## src/rtl/serializer_pkg.sv

```systemverilog
// rtl/serializer_pkg.sv - shared state encoding and defaults for bit_serializer
package serializer_pkg;

  typedef enum logic [1:0] {
    IDLE   = 2'b00,
    SHIFT  = 2'b01,
    PARITY = 2'b10
  } ser_state_e;

  localparam int SER_DEFAULT_WIDTH = 8;

endpackage

```

## src/rtl/bit_serializer.sv

```systemverilog
// rtl/bit_serializer.sv - parallel-to-serial front end feeding the sequence detector
// Optional trailing even-parity bit per word when SERIALIZER_PARITY_EN is defined.
module bit_serializer
  import serializer_pkg::*;
#(
  parameter int WIDTH     = SER_DEFAULT_WIDTH,
  parameter bit MSB_FIRST = 1'b1
) (
  input  logic             clk,
  input  logic             rst,
  input  logic [WIDTH-1:0] din,
  input  logic             din_valid,
  output logic             din_ready,
  output logic             sout,
  output logic             sout_valid,
  output logic             busy
);

  localparam int CW = $clog2(WIDTH);

  ser_state_e       state;
  ser_state_e       state_nxt;
  logic [WIDTH-1:0] shreg;
  logic [CW-1:0]    cnt;
  logic             accept;
`ifdef SERIALIZER_PARITY_EN
  logic             parity;
`endif

  function automatic logic head(input logic [WIDTH-1:0] w);
    return MSB_FIRST ? w[WIDTH-1] : w[0];
  endfunction

  function automatic logic [WIDTH-1:0] advance(input logic [WIDTH-1:0] w);
    return MSB_FIRST ? {w[WIDTH-2:0], 1'b0} : {1'b0, w[WIDTH-1:1]};
  endfunction

  assign accept = din_valid && din_ready;
  assign busy   = (state != IDLE);

  always_ff @(posedge clk or posedge rst) begin
    if (rst) begin
      state <= IDLE;
    end else begin
      state <= state_nxt;
    end
  end

  always_comb begin
    state_nxt = state;
    din_ready = 1'b0;
    case (state)
      IDLE: begin
        din_ready = 1'b1;
        if (din_valid) state_nxt = SHIFT;
      end
      SHIFT: begin
        if (cnt == '0) begin
`ifdef SERIALIZER_PARITY_EN
          state_nxt = PARITY;
`else
          din_ready = 1'b1;
          state_nxt = din_valid ? SHIFT : IDLE;
`endif
        end
      end
`ifdef SERIALIZER_PARITY_EN
      PARITY: begin
        din_ready = 1'b1;
        state_nxt = din_valid ? SHIFT : IDLE;
      end
`endif
      default: state_nxt = IDLE;
    endcase
    if (rst) din_ready = 1'b0;
  end

  // shreg always holds the bits still to be presented after the one on sout,
  // so sout is a true flop loaded from the register head on every edge.
  always_ff @(posedge clk or posedge rst) begin
    if (rst) begin
      shreg      <= '0;
      cnt        <= '0;
      sout       <= 1'b0;
      sout_valid <= 1'b0;
`ifdef SERIALIZER_PARITY_EN
      parity     <= 1'b0;
`endif
    end else if (accept) begin
      shreg      <= advance(din);
      cnt        <= CW'(WIDTH - 1);
      sout       <= head(din);
      sout_valid <= 1'b1;
`ifdef SERIALIZER_PARITY_EN
      parity     <= ^din;
`endif
    end else if (state == SHIFT && cnt != '0) begin
      shreg      <= advance(shreg);
      cnt        <= cnt - CW'(1);
      sout       <= head(shreg);
      sout_valid <= 1'b1;
`ifdef SERIALIZER_PARITY_EN
    end else if (state == SHIFT) begin
      sout       <= parity;
      sout_valid <= 1'b1;
`endif
    end else begin
      sout       <= 1'b0;
      sout_valid <= 1'b0;
    end
  end

endmodule

```

## config.mk

```make
export PLATFORM = sky130hd
export DESIGN_NAME = bit_serializer
export DESIGN_NICKNAME = d
export VERILOG_FILES = /design/src/rtl/serializer_pkg.sv /design/src/rtl/bit_serializer.sv
export SDC_FILE = /design/constraint.sdc
export NUM_CORES = 1
export LEC_CHECK = 0
export ABC_CLOCK_PERIOD_IN_PS = 3800
export CAP_MARGIN = 20
export CORE_MARGIN = 1
export CORE_UTILIZATION = 40
export DETAILED_ROUTE_END_ITERATION = 8
export PLACE_DENSITY_LB_ADDON = 0.05
export SLEW_MARGIN = 25
export SYNTH_ARGS = -nofsm -noshare
export SYNTH_HDL_FRONTEND = slang
export SYNTH_SLANG_ARGS = --single-unit
export TNS_END_PERCENT = 30
```

## constraint.sdc

```tcl
create_clock -name clk -period 3.8 [get_ports clk]
set_clock_uncertainty 0.05 [all_clocks]
set_input_delay 0.95 -clock clk [delete_from_list [all_inputs] [get_ports clk]]
set_output_delay 0.95 -clock clk [all_outputs]
set_load 0.02 [all_outputs]
```

---- Word-level counts from Yosys, hierarchy flattened ----
Cells that the tools add are included.
operators by class
  add/sub/neg operators ................... 1
  muxes and demuxes ....................... 15
  reductions and logical operators ........ 8
  eq/ne operators ......................... 3
operators with widths
  operator                                          number
  two-way mux 8 bit                                 2
  two-way mux 1 bit                                 7
  two-way mux 3 bit                                 2
  two-way mux 2 bit                                 2
  inequality test 2 bit, second input constant      2
  case mux 2 bit (2 select lines)                   1
  nonzero test 2 bit                                2
  zero test 3 bit                                   1
  nonzero test 3 bit                                1
  subtractor 3 x 1 -> 3 bit, second input constant  1
  == test 2 x 1 -> 1 bit, second input constant     1
  logical AND 1 bit                                 2
  zero test 2 bit                                   1
  case mux 1 bit (2 select lines)                   1
  AND reduction 2 bit                               1
word-level totals
  logic and storage cells ................. 32
  output and inout port bits .............. 4
  register bits ........................... 15

---- Logic depth before layout (Yosys ltp) ----
Gate-level depths: netlist of the first run.
  depth in word-level cells ............... 6
  gate-level depth with buffers ........... 8
  gate-level depth less buffers ........... 6

---- Least setup slack after synthesis of the first run ----
Ideal clock, no wire load.
  path type ............................... input port to output port
  from .................................... input port rst
  to ...................................... output port din_ready
  slack ................................... 1.557 ns
  stages .................................. 1
  arrival time ............................ 1.243 ns
  required time ........................... 2.800 ns
  path through ............................ nor2_1
on the way
  cells in the longest elaborated chain, start to end .. 1
RTL lines
  element            RTL line              source
  from (decl)        bit_serializer.sv:10  input logic rst,
  two-way mux 1 bit  bit_serializer.sv:75  if (rst) din_ready = 1'b0;
  to (decl)          bit_serializer.sv:13  output logic din_ready,
No other way between the ends.

---- Worst setup path after layout of the first run ----
Same ends and word-level chain as after synthesis.

==> metrics.cfg, run 1 <==
[hold_path]
hold_path.class = register to register
whs_path_depth = 2
hold_path_startpoint = cnt[2]

[floorplanning]
die-height_um = 41.0
row_count = 13
die_x_um = 41.0
initial_core_util_pct = 44.6
core-area_um2 = 1370
io-pin-count = 15
die_area_um2 = 1680

[synthesis]
synth.area.mux_share_pct = 0
syn_avg_cell_area_um2 = 11.3
synthSimpleGateAreaFrac_pct = 20.1
synth_nets = 67
yosysTopAreaCell = dfrtp_1
synth_compound_area_share_pct = 14.8
synthArstFlopShare_pct = 100
synthDistinctLibCells = 18
synth_xor_area_share_pct = 0
synthCells = 54
synth_top_area_share_pct = 53.4
synth_seq_cells = 13
synth_flop_cell = dfrtp_1
yosysWarnings = 0
synth_fa_ha_area_share_pct = 4.11
synth-edff-count = 0
synth_top_family_by_area = simple AND/OR/NAND/NOR gates
ys_top_cells_by_area = dfrtp_1, a221o_1, and2_1
synthesis.area_um2 = 609
synth.yosys.seq_area_share_pct = 53.4

[worst_setup_path]
r2r-start = cnt[0]
rr_worst_depth = 6
crit_top_cell = clkdlybuf4s50_1
cp_slowest_cell = clkdlybuf4s50_1
slowest_delay_ns = 0.60
arrival_ns = 2.10
endpoint_kind = primary output
crit_family = buffers and inverters
path_max_fanout = 3
cp-start-kind = primary input
crit_buf_inv = 2
path_class = primary input to primary output
critPathLaunch = rst
cp_data_required_time_ns = 2.80
crit_cells = 3
crit_chain = clkdlybuf4s50_1, nor2_1, clkdlybuf4s50_1

[pwr]
power_switching_w = 0.000197
p_seq_share_pct = 38.9
max-vdd-ir-drop_mv = 0.349
sw_frac_of_total_pct = 35.1
clkPwrFrac_pct = 14.9
comb_power_share_pct = 46.2
power_density_nw_per_um2 = 724
power.leakage_nw = 0.357
internal_power_w = 0.000364

[clock_tree]
htreeDepth = 1
root_buffer = clkbuf_4
clock_path_buffers = 2
ctsHoldBuffers = 0
ctsResizeCount = 0
clock_sinks = 13
clk_pin_slew_ns = 0.07
cts_buffers = 3
clk_latency_ns = 0.27
cts_tree = built
cts_setup_buffers = 0

[sta]
rsz0062_at_grt = false
slew_violations = 0
hold_viol = 0
slew_headroom_pct = 66.9
worstMarginPinSlew_ns = 0.496
clock.fmax_mhz = 322
setup_viol = 0
setup_tns_ns = 0
fin_crit_ns = 3.10
period_share_pct = 81.7

[global_route]
track_usage_pct = 15.5
grt_pass1_vias = 354
grt_overflow = 0
antenna_found_initial = 0
grt_max_degree = 14
grt_pass1_wl_um = 1610

[routing]
routed_wl_um = 1060
dr.first_iter.drc_count = 9
vias_per_cell = 5.00
ant_nets = 0
drtPass1Iterations = 4
via_count = 425
drc = 0
wl_per_cell_um = 12.4

[finish]
final_area_um2 = 774
drive_above_1_share_pct = 11.4
fin_util_pct = 56.7
fill_cells = 121
diodes = 0
syn2layout_area_growth_pct = 27.1
nets = 84

[placement]
gp_congestion = 0.595
placed_cell_area_um2 = 748
dp_hpwl_um = 749
io_buffers = 14

[run]
drv_cap = 0

[run_status]
outcome = complete, no violations

## layout by cell type (no fill, tap or decap), drive strengths merged
cell	count
inv	5
nand2	6
clkdlybuf4s50	14
o211ai	2
ha	2
nand2b	1
or2b	1
clkbuf	4
o21ai	1
nand3	2
nor2b	2
a22o	1
nor2	2
dfrtp	13
buf	1
and2	7
a221o	6
## worst paths after layout
kind | end | slack (ns)
worst min register to register | cnt[2] | 0.45
worst min-delay path | cnt[2] | 0.45
worst max register to register | shreg[6] | 2.11
max in group asynchronous | shreg[4] | 2.37
min in group asynchronous | shreg[2] | 1.00
worst max-delay path | din_ready | 0.70
## logic make-up after synthesis
family,count (synthesis)
buffers and inverters,8
DFF,13
adders and majority gates,2
and+or+nand+nor,21
AOI/OAI and AO/OA,10
## registers in the layout (all words and copies together) (netlist names)
signal and cells:
state 1, cnt 3, sout 1, sout_valid 1
shreg 7
## power by group through the flow
stage               clock network, W  logic, W  registers (W)
floorplan                          0  0.000186       0.000230
global placement                   0  0.000257       0.000220
detailed placement                 0  0.000264       0.000220
CTS                        0.0000889  0.000264       0.000218
global route               0.0000923  0.000288       0.000225
finish                     0.0000837  0.000259       0.000218
## cell usage after synthesis, types with 2 or more instances
library cell,number
nor2b_1,2
o211ai_1,2
dfrtp_1,13
buf_6,2
nand2_1,6
nand3_1,2
and2_1,6
a221o_1,6
inv_1,5
ha_1,2
## worst min-delay path: cells and delay by family (launching register included)
kind / cells / cell delay, ns
flip-flops: 1 / 0.35
AND/OR/NAND/NOR: 1 / 0.05
AO/OA/AOI/OAI: 1 / 0.07
## per-stage QoR
step                setup slack (ns)  hold WS, ns  cells  power [W]
detailed placement             0.702        0.435     81   0.000484
global placement               0.691        0.427     81   0.000477
finish                         0.695        0.452     85   0.000561
floorplan                       1.56        0.411     54   0.000416
CTS                            0.689        0.452     85   0.000571
global route                   0.664        0.470     85   0.000606
## per-layer routing
metal / part of all wire (%) / GRT usage, % / vias to the layer above
met5: 0 / 0 / -
met2: 43 / 20.3 / 10
met3: 4.0 / 6.52 / 2
met4: 1.5 / 7.50 / 0
met1: 51 / 21.5 / 197
li1: - / - / 216
## cell type report
| cell class | count | area, um2 | area share, % |
|---|---|---|---|
| sequential | 13 | 325 | 42.0 |
| multi-input combinational | 33 | 238 | 30.7 |
| timing repair buffer | 15 | 148 | 19.1 |
| clock buffer | 4 | 26.3 | 3.39 |
| inverter | 5 | 18.8 | 2.42 |
| tap | 15 | 18.8 | 2.42 |
Power figures use the tool's default switching activity.
==> inputs of run 2 (changes only) <==
--- a/config.mk
+++ b/config.mk
@@ -5,7 +5,7 @@
 export SDC_FILE = /design/constraint.sdc
 export NUM_CORES = 1
 export LEC_CHECK = 0
-export ABC_CLOCK_PERIOD_IN_PS = 3800
+export ABC_CLOCK_PERIOD_IN_PS = 2800
 export CAP_MARGIN = 20
 export CORE_MARGIN = 1
 export CORE_UTILIZATION = 40
==> constraint.sdc (replaced) <==
create_clock -name clk -period 2.8 [get_ports clk]
set_clock_uncertainty 0.05 [all_clocks]
set_input_delay 0.7 -clock clk [delete_from_list [all_inputs] [get_ports clk]]
set_output_delay 0.7 -clock clk [all_outputs]
set_load 0.02 [all_outputs]
==> run 2 against run 1 <==
Against the previous run:
- non-clock buffer count did not move
- hold slack got worse by 0.0059 ns
- total power rose by 36%
- cell count did not move
- worst setup slack got worse by 0.50 ns
- clock-buffer cell count did not move
- via count fell by 0.94%
- first-iteration DRC count fell by 56%
- die area did not move
- final area did not move
==> metrics.cfg, run 2 (synthesis results as in run 1) <==
[floorplanning]
die_x_um = 41.0
die_area_um2 = 1680
io-pin-count = 15
die-height_um = 41.0
row_count = 13
core-area_um2 = 1370
initial_core_util_pct = 44.6

[worst_setup_path]
crit_family = buffers and inverters
endpoint_kind = primary output
crit_top_cell = clkdlybuf4s50_1
path_class = primary input to primary output
arrival_ns = 1.86
cp-start-kind = primary input
crit_buf_inv = 2
cp_slowest_cell = clkdlybuf4s50_1
cp_data_required_time_ns = 2.05
crit_cells = 3
path_max_fanout = 3
crit_chain = clkdlybuf4s50_1, nor2_1, clkdlybuf4s50_1
rr_worst_depth = 7
slowest_delay_ns = 0.60

[sta]
setup_tns_ns = 0
clock.fmax_mhz = 384
finalHoldWorstSlack_ns = 0.446
worst_slack_ns = 0.192
slew_violations = 0
worstMarginPinSlew_ns = 0.493
setup_viol = 0
slew_headroom_pct = 67.1
rsz0062_at_grt = false
hold_viol = 0
fin_crit_ns = 2.61
period_share_pct = 93.1

[hold_path]
hold_path.class = register to register
whs_path_depth = 2

[routing]
via_count = 421
routed_wl_um = 1060
drc = 0
wl_per_cell_um = 12.5
drtPass1Iterations = 4
ant_nets = 0
vias_per_cell = 4.95
dr.first_iter.drc_count = 4

[finish]
top_register = shreg
final_common_cell = clkdlybuf4s50_1
largest_reg_flops = 7
diodes = 0
syn2layout_area_growth_pct = 27.1
layout_common_cells = clkdlybuf4s50_1, dfrtp_1, and2_1, a221o_1, nand2_1
nets = 84
reg_top3 = shreg x7, cnt x3
multi_input_area_um2 = 238
fill_cells = 139
drive_above_1_share_pct = 11.4
layout.cells.non_filler = 85
register_area_um2 = 325

[clock_tree]
clk_pin_slew_ns = 0.08
clock_path_buffers = 2
root_buffer = clkbuf_4
clock_sinks = 13
cts_tree = built
ctsResizeCount = 0
htreeDepth = 1
clk_latency_ns = 0.27
cts_setup_buffers = 0
ctsHoldBuffers = 0
cts_buffers = 3

[pwr]
power.leakage_nw = 0.357
max-vdd-ir-drop_mv = 0.496
power_density_nw_per_um2 = 983

[global_route]
track_usage_pct = 17.1
grt_max_degree = 14
grt_pass1_wl_um = 1730
grt_pass1_vias = 386
antenna_found_initial = 0
grt_overflow = 0

[placement]
gp_congestion = 0.688
io_buffers = 14
dp.cells = 81
pre_cts_slack_ns = 0.197
dp_hpwl_um = 765

[run_status]
outcome = complete, no violations

[run]
drv_cap = 0

## run 2: cell counts in the layout (fill, tap and decap cells not counted)
No cell type changed its count.
## run 2: layout make-up
class / instances / area share (%)
timing repair buffer: 15 / 19.1
clock buffer: 4 / 3.39
multi-input combinational: 33 / 30.7
inverter: 5 / 2.42
tap: 15 / 2.42
sequential: 13 / 42.0
## run 2: worst register-to-register path: stages (launching register included)
cell and delay (ns):
dfrtp_1 0.35, inv_1 0.06, ha_1 0.19, ha_1 0.20, nor2b_1 0.17, buf_4 0.18, nor2_2 0.09, a221o_1 0.32
## run 2: path summary, 6_finish.rpt
path / startpoint / slack, ns / endpoint
hold / removal: cnt[1] / 0.45 / cnt[1]
max in group asynchronous: rst / 1.62 / state[0]
setup / recovery: rst / 0.19 / din_ready
setup reg to reg: cnt[0] / 1.08 / shreg[4]
hold reg to reg: cnt[1] / 0.45 / cnt[1]
min in group asynchronous: rst / 0.75 / shreg[3]
## run 2: metrics by stage
stage | util [%] | total power, W | instance area, um2
after floorplan | - | 0.000565 | 609
after global placement | 54.8 | 0.000647 | 748
after detailed placement | 54.8 | 0.000650 | 748
after CTS | 56.7 | 0.000775 | 774
after global routing | 56.7 | 0.000833 | 774
final | 56.7 | 0.000761 | 774
## run 2: where the power goes
part | total [W] | internal (W) | switching (W)
clock | 0.000118 | 0.0000552 | 0.0000629
combinational | 0.000349 | 0.000177 | 0.000172
sequential | 0.000294 | 0.000261 | 0.0000333
## run 2: metal layers
metal	vias to the layer above	global-route usage (%)	wire [um]
li1	215	-	-
met1	194	25.5	556
met2	10	19.9	454
met3	2	6.52	42
met4	0	10.0	7
met5	-	0	0
==> RTL edit, RTL diff (flow settings as in run 1) <==
Re-encode `ser_state_e` (3 states) as one-hot, 3 bits wide.
--- a/src/rtl/serializer_pkg.sv
+++ b/src/rtl/serializer_pkg.sv
@@ -1,10 +1,10 @@
 // rtl/serializer_pkg.sv - shared state encoding and defaults for bit_serializer
 package serializer_pkg;
 
-  typedef enum logic [1:0] {
-    IDLE   = 2'b00,
-    SHIFT  = 2'b01,
-    PARITY = 2'b10
+  typedef enum logic [2:0] {
+    IDLE   = 3'b001,
+    SHIFT  = 3'b010,
+    PARITY = 3'b100
   } ser_state_e;
 
   localparam int SER_DEFAULT_WIDTH = 8;
Function: no difference found for any inputs over 10 cycles, from zero or initial values and one cycle with rst high; not proved beyond that.
==> RTL edit against run 1 <==
Area after synthesis increased by 31%; sequential share of layout area decreased by 5.5 points; power increased by 14%; sequential cell count increased by 1; wire length increased by 64%; register-to-register slack got worse by 370 ps; final cell count increased by 44%; final area increased by 24%; via count increased by 60%; synthesized cell count increased by 56%; worst setup slack got worse by 160 ps; sequential power increased by 17%.
==> RTL edit: results (changes against run 1) <==
| Metric | Value |
|---|---|
| Largest registers | shreg (7), cnt (3), state (2) (was shreg (7), cnt (3)) |
| Clk buf depth | 2 (unchanged) |
| Antenna diodes | 0 (unchanged) |
| Peak VDD IR | 327.9 uV (was 348.9 uV) |
| Place WS | 558.5 ps (was 701.8 ps) |
| Clk slew on worst S/H paths | 90 ps (was 70 ps) |
| Comb power frac | 0.463 (was 0.462) |
| Mapped Nets | 99 (was 67) |
| Vias in the first global route | 665 (was 354) |
| CP arrival | 2260 ps (was 2100 ps) |
| Static Leak | 0.4032 nW (was 0.3567 nW) |
| Port Buffers | 14 (unchanged) |
| Count of cell types in the netlist | 24 (was 18) |
| # nets final | 113 (was 84) |
| Clk_lat worst skew | 280 ps |
| # H-tree levels | 1 (unchanged) |
| First-pass GRT wire length | 3.001 mm (was 1.607 mm) |
| Largest net degree at the start of global routing | 16 (was 14) |
| Drt initial violations | 10 (was 9) |
| Main area contributors after synthesis | dfrtp_1, o21ai_0, a211oi_1 (was dfrtp_1, a221o_1, and2_1) |
| Initial antenna violation count | 0 (unchanged) |
| CTS buffer count | 3 (unchanged) |
| Drt total wl | 1.734 mm (was 1.057 mm) |
| # resized after CTS | 0 (unchanged) |
| Post-DP Area | 937.1 um^2 (was 748.2 um^2) |
| Detailed placer's ending HPWL | 1.137 mm (was 748.6 um) |
| Yosys warns | 0 (unchanged) |
| RePlAce Congestion | 0.7350 (was 0.5954) |
| Root Driver | clkbuf_4 (unchanged) |
| Crit-path max FO | 3 (unchanged) |
| Layout cells sized above 1 | 0.07216 (was 0.1143) |
| Post-synthesis sequential area ratio | 0.4397 (was 0.5339) |
| All-layer global routing usage | 0.1974 (was 0.1551) |
| Via count | 680 (was 425) |
| Layout fillers | 175 (was 121) |
| Post-synth top cells | dfrtp_1, o21ai_0, inv_1, nand3_1 (was dfrtp_1, a221o_1, and2_1, nand2_1, inv_1) |
| Hold Path Class | flop to flop (unchanged) |
| Fraction of registers with async set/reset | 1.000 (unchanged) |
| Clock power share | 0.140 (was 0.149) |
| Power Clock | 0.0000897 W (was 0.0000837 W) |
| Outcome | complete, no violations (unchanged) |
| Setup Fix Bufs, Post-CTS | 0 (unchanged) |
| Sw frac | 0.3883 (was 0.3509) |
| Relative slew slack | 0.5801 (was 0.6689) |
| Drt pass-1 iters | 4 (unchanged) |
RTL edit: critical path, cell delays in order:
cell and delay, ps:
clkdlybuf4s50_1 430, a211oi_1 230, clkdlybuf4s50_1 650
RTL edit: per-stage QoR:
| step | std cells | util |
|---|---|---|
| finish | 122 | 0.5347 |
| global placement | 118 | 0.5201 |
| global route | 122 | 0.5347 |
| CTS | 122 | 0.5347 |
| detailed placement | 118 | 0.5201 |
| floorplan | 84 | - |
RTL edit: cell families after synthesis:
| kind of cell | Yosys count | synth area share |
|---|---|---|
| multiplexers | 1 | 0.01252 |
| AO/OA/AOI/OAI | 33 | 0.2739 |
| AND/OR/NAND/NOR | 16 | 0.1080 |
| adder cells (fa/ha/maj) | 4 | 0.06260 |
| buffers and inverters | 16 | 0.1033 |
| flip-flops | 14 | 0.4398 |
RTL edit: final cells by class:
type	instances	area (um^2)	area share
timing repair buffer	16	155.1	0.1610
clock buffer	4	26.28	0.02727
sequential	14	351.6	0.3649
multi-input combinational	54	365.4	0.3792
inverter	9	33.78	0.03506
tap	25	31.28	0.03247
RTL edit: path summary, 6_finish.rpt:
| path | start | end | slack [ps] | cells after the start |
|---|---|---|---|---|
| setup / recovery | rst | din_ready | 540 | 3 |
| hold / removal | cnt[0] | cnt[0] | 490 | 2 |
| setup reg to reg | state[0] | sout | 1740 | 5 |
| hold reg to reg | cnt[0] | cnt[0] | 490 | 2 |
| max in group asynchronous | rst | state[0] | 2320 | 2 |
| min in group asynchronous | rst | shreg[5] | 1000 | 2 |
RTL edit: per-layer routing:
metal | up-vias | wire (um) | GRT usage
met5 | - | 0 | 0
met4 | 0 | 13 | 0.1143
met3 | 2 | 51 | 0.04706
met2 | 14 | 812 | 0.2889
met1 | 333 | 857 | 0.2644
li1 | 331 | - | -
